File: config.mk
export PLATFORM = sky130hd
export DESIGN_NAME = mem_check_timer
export DESIGN_NICKNAME = d
export VERILOG_FILES = /design/src/rtl/mem_check_timer.sv
export SDC_FILE = /design/constraint.sdc
export NUM_CORES = 1
export LEC_CHECK = 0
export ABC_AREA = 0
export BUFFER_PORTS_ARGS = -buffer_cell sky130_fd_sc_hd__clkbuf_2
export CAP_MARGIN = 20
export CORE_AREA = 2 2 39 41
export CTS_BUF_LIST = sky130_fd_sc_hd__clkbuf_8
export DETAILED_ROUTE_END_ITERATION = 8
export DIE_AREA = 0 0 41 43
export SETUP_SLACK_MARGIN = 0.15
export SLEW_MARGIN = 20
export SYNTH_ARGS = -nofsm -noshare
export SYNTH_HDL_FRONTEND = slang
export SYNTH_SLANG_ARGS = --single-unit
export TNS_END_PERCENT = 100
File: constraint.sdc
create_clock -name clk -period 1.87 [get_ports clk]
set_clock_uncertainty 0.2 [all_clocks]
set_input_delay 0.187 -clock clk [delete_from_list [all_inputs] [get_ports clk]]
set_output_delay 0.187 -clock clk [all_outputs]
set_load 0.01 [all_outputs]
File: src/rtl/mem_check_timer.sv
// RUN-cycle timer for mem_write_checker; expired is high on the edge
// where the count of enabled cycles reaches TIMEOUT.
module mem_check_timer #(
   parameter int TIMEOUT = 1000
) (
   input  logic clk,
   input  logic rst,
   input  logic clear,
   input  logic en,
   output logic expired
);

   localparam int CW = $clog2(TIMEOUT + 1);

   logic [CW-1:0] count;

   always_ff @(posedge clk or negedge rst) begin
      if (!rst) begin
         count <= '0;
      end else if (clear) begin
         count <= '0;
      end else if (en && !expired) begin
         count <= count + 1'b1;
      end
   end

   // Fires on the TIMEOUT-th enabled edge, so the FSM leaves RUN on that edge.
   assign expired = en && (count == CW'(TIMEOUT - 1));

endmodule

; After elaboration in Yosys (flattened, before gate mapping)
; Cells that the tools add are included.
[totals]
input_bits = 4
output_inout_bits = 1
register_bits = 10
word_cells = 9
[classes]
reduce_logical = 4
n_eq_ne = 1
n_mux = 2
add_sub_neg = 1
[ops]
columns = op, n
row1 = two-way mux 10 bit, 2
row2 = "adder 10 x 1 -> 10 bit, second input constant", 1
row3 = "equality test 10 bit, second input constant", 1
row4 = logical AND 1 bit, 2
row5 = nonzero test 2 bit, 1
row6 = zero test 1 bit, 1

; Logic depth before layout (Yosys ltp)
[logic_depth]
ltp_word = 6
mapped_depth = 5
depth_no_buf = 4

; Worst setup path before layout
; Ideal clock, no wire load.
[synth_timing]
path_type = register to register
startpoint = register count[0]
endpoint = register count[8]
setup_time_ps = 78
required_time_ps = 1592
synth_period_minus_slack_ps = 1687
stages_incl_launch_ff = 6
path_slack_ps = 183
n_path_buf = 1
arrival_ps = 1409
path_cell_list = dfrtp_1 -> ha_1 -> buf_2 -> nand3_2 -> or4_1 -> a21oi_1
[synth_via]
elab_chain_cells = 5
word_cells_on_any_way = 8
classes_between = add/sub (1) / eq/ne (1) / mux (2) / reduce/logical (4)
[synth_lines]
columns = item, line
row1 = "start, declared", 15  ; logic [CW-1:0] count;
row2 = "start signal, assigned", 23  ; count <= count + 1'b1;
row3 = "parallel branches: the longest is 5 deep, another holds adder 10 x 1 -> 10 bit", n/a
; Several ways; the timed one is not identified. The select of a mux whose other input is x is not followed.
; A chain may end at the register's enable or synchronous reset.

; Final worst setup path
[layout_timing]
startpoint = register count[3]
endpoint = output port expired
[layout_via]
elab_chain_cells = 2
[layout_lines]
columns = item, line
row1 = equality test 10 bit, 28  ; assign expired = en && (count == CW'(TIMEOUT - 1));
row2 = logical AND 1 bit, 28
row3 = "end, declared", 10  ; output logic expired
; Every way passes these cells.

==> results.txt <==
The number of flip-flops and latches in the synthesized netlist is 10. In the post-synthesis netlist, the biggest area contributors are dfrtp_1 (42%), a21oi_1 (5.0%), o31ai_1 (5.0%). Using the TritonRoute via totals, the vias-per-cell ratio works out to 5.93. The average routed wire per standard cell is 15.0 um. The worst hold path terminates at count[6]. The proportion of synthesized flip-flops having asynchronous set or reset came out at 1.00.

The number of flip-flops in the largest register came out at 10. The mean cell area of the mapped netlist is 9.38 um2. TritonCTS built the clock tree. The flow ran to the end, and the final reports show no timing, DRC or antenna violations. The slack of the critical path came out at 0.164 ns. The die outline height is 43 um.

The predominant post-synthesis flop cell is dfrtp_1. The final layout net count is 87. Of the cells placed in the final design, the portion with a size suffix greater than 1 is 0.370.

The clock passes through at most 2 buffers. The core area is 1380 um2. The cell type contributing the most total cell area after synthesis is dfrtp_1. The via count of the first global-routing pass is 550. The latest clock arrival within the worst-skew pair is 0.23 ns.

The chip width is 41 um. The timing-limited maximum frequency is 586 MHz. The Yosys warning count is 0. The endpoint arrival time on the critical path came out at 1.32 ns. In this run the clock root is driven by a clkbuf_8. The number of antenna cells inserted is 0. 5 I/O pins were placed. The count of antenna-violating nets left after detailed routing came out at 0. The final period demand of the worst path is 1.71 ns. The last weighted congestion value of the routability-driven placer came out at 0.773. The startpoint identified for the worst hold timing path is clear.

The fraction of the yosys area taken by sequential cells is 0.417. The number of sinks handled by clock tree synthesis came out at 10. Power spread over the standard cell area amounts to 749 nW/um2. The largest registers in the layout are count: 10 flops. The initial DRC count is 11. The logic depth of the worst register-to-register path is 4. The netlist area before placement is 601 um2.

The number of buffers inserted by port buffering came out at 4. The pre-CTS worst setup slack came out at 0.209 ns. After clock tree synthesis, the clock-pin slew on the worst setup and hold paths is 0.05 ns.

Detailed placement ended at an HPWL of 845 um. The worst setup path is launched from a flop. The total vias in the final route came out at 575.

The worst-case IR drop observed on VDD is 0.000437 V. The number of cells on the worst hold path came out at 2. After filler insertion, the fill cell instance count of the layout stands at 117. Along the worst path, the maximum fanout reaches 2.

The number of flops mapped to enable cells by yosys came out at 0. The post-detailed-route DRC marker count came out at 0. The largest net degree at the start of global routing is 13.

The detailed-route wire length came out at 1450 um. The number of rows created at floorplan is 14. The total count of hold-check failures in the final report is 0. The first-pass GRT wire length is 2400 um. Among all cell types in the netlist, the one instantiated most often is dfrtp_1. The share of synthesized area in the top cell type comes to 0.417. The count of endpoints failing setup in the final report is 0.

In this run the critical register-to-register path is launched from count[0]. The count of H-tree levels built during CTS came out at 1. The worst setup path is captured at an output port.

The transition time at the pin with the least slew margin came out at 0.261 ns. From synthesis to final layout, the design area changed by 35.6%. The endpoint identified for the worst register-to-register timing path is count[9]. The number of max-slew violations in the final report is 0. The number of antenna violations at the first check in global routing was 0. The total clock buffers created by CTS came out at 3. The synthesized net count came out at 69. Counting instances in the post-synthesis netlist gives the leading cell types as dfrtp_1 (10), a21oi_1 (6), inv_1 (4), o31ai_1 (4), or4_1 (4). The count of cell types in the netlist is 31.

The leakage power summed over all cells is 0.000327 uW. The min-delay analysis places its worst path in the category in2reg. At the worst endpoint, the required time is 1.48 ns. The die area is 1760 um2. The final total negative setup slack is 0 ns. Setup repair after global routing could not meet its margin everywhere.

The count of TritonRoute iterations in the first routing pass is 4. count holds more flip-flops than any other register. The tool flagged a number of max-cap violations equal to 0. The effective utilization at floorplan came out at 0.434.

The class of the most critical setup path is reg2out. The synthesized instance count is 64. The total global routing track utilization is 0.202. The global route total overflow came out at 0. The slack of the worst reg-to-reg path is 0.25 ns. The tightest slew margin relative to the limit came out at 0.826.

The share of the cycle needed by the critical path after routing is 0.912.
-- per-stage QoR --
step                hold WS (ns)  instances  instance area (um2)  power, uW   util
floorplan                 -0.309         64                  601        294      -
global placement          -0.130         82                  632        317  0.457
detailed placement        -0.131         82                  632        317  0.457
CTS                       0.0760         93                  777        611  0.561
global route               0.120         97                  815        645  0.589
finish                    0.0977         97                  815        610  0.589
-- critical path, stage by stage (launching register included) --
cell	delay (ns)
dfrtp_1	0.38
nand4bb_4	0.23
or2_4	0.25
nor3_2	0.09
buf_2	0.14
-- worst max path at each step --
stage	from	endpoint	slack, ns	cells after the start
after floorplan	count[0]	count[8]	0.18	5
after global placement	count[3]	expired	0.19	4
after detailed placement	count[3]	expired	0.21	4
after CTS	count[4]	expired	0.1	4
after global routing	count[3]	expired	0.11	4
final	count[3]	expired	0.16	4
-- layout by cell type (no fill, tap or decap), types with 2 or more instances in the layout --
cell type,count
buf_4,10
dfrtp_1,7
a21oi_1,6
inv_1,4
o31ai_1,4
or4_1,4
clkbuf_8,4
nand3_1,3
nand2_1,3
dfrtp_2,3
clkbuf_2,3
nor2_1,2
or3_1,2
o21ai_0,2
o211ai_1,2
-- cell families after synthesis --
group                    count (synthesis)  synth area share
AND/OR/NAND/NOR                         26             0.294
XOR/XNOR                                 1            0.0146
flip-flops                              10             0.417
buffers and inverters                    7            0.0521
adder cells (fa/ha/maj)                  1            0.0208
AO/OA/AOI/OAI                           19             0.202
-- where the power goes --
| part | leakage (uW) | switching, uW | internal, uW |
|---|---|---|---|
| Clock | 0.0000288 | 87.3 | 185 |
| Combinational | 0.000166 | 51.6 | 47.3 |
| Sequential | 0.000132 | 10.1 | 229 |
| Total | 0.000327 | 149 | 461 |
-- layout make-up --
type | count | area (um2) | share of cell area
Clock buffer | 4 | 55.1 | 0.0676
Inverter | 4 | 15.0 | 0.0184
Multi-Input combinational cell | 47 | 354 | 0.435
Tap cell | 16 | 20.0 | 0.0246
Timing Repair Buffer | 16 | 116 | 0.143
Sequential cell | 10 | 254 | 0.312
-- layer usage --
metal	up-vias	share of wire	track usage
li1	280	-	-
met1	272	0.45	0.279
met2	21	0.50	0.284
met3	2	0.037	0.0157
met4	0	0.013	0.140
met5	-	0	0
-- what timing repair did --
action                                  CTS  global route
pin swaps                                 2             3
setup buffers                             6             4
endpoints found under the hold margin    10             0
endpoints found under the setup margin    1             2
hold buffers                              1             0
resized for setup                         6             4
(Power assumes the default switching activity.)
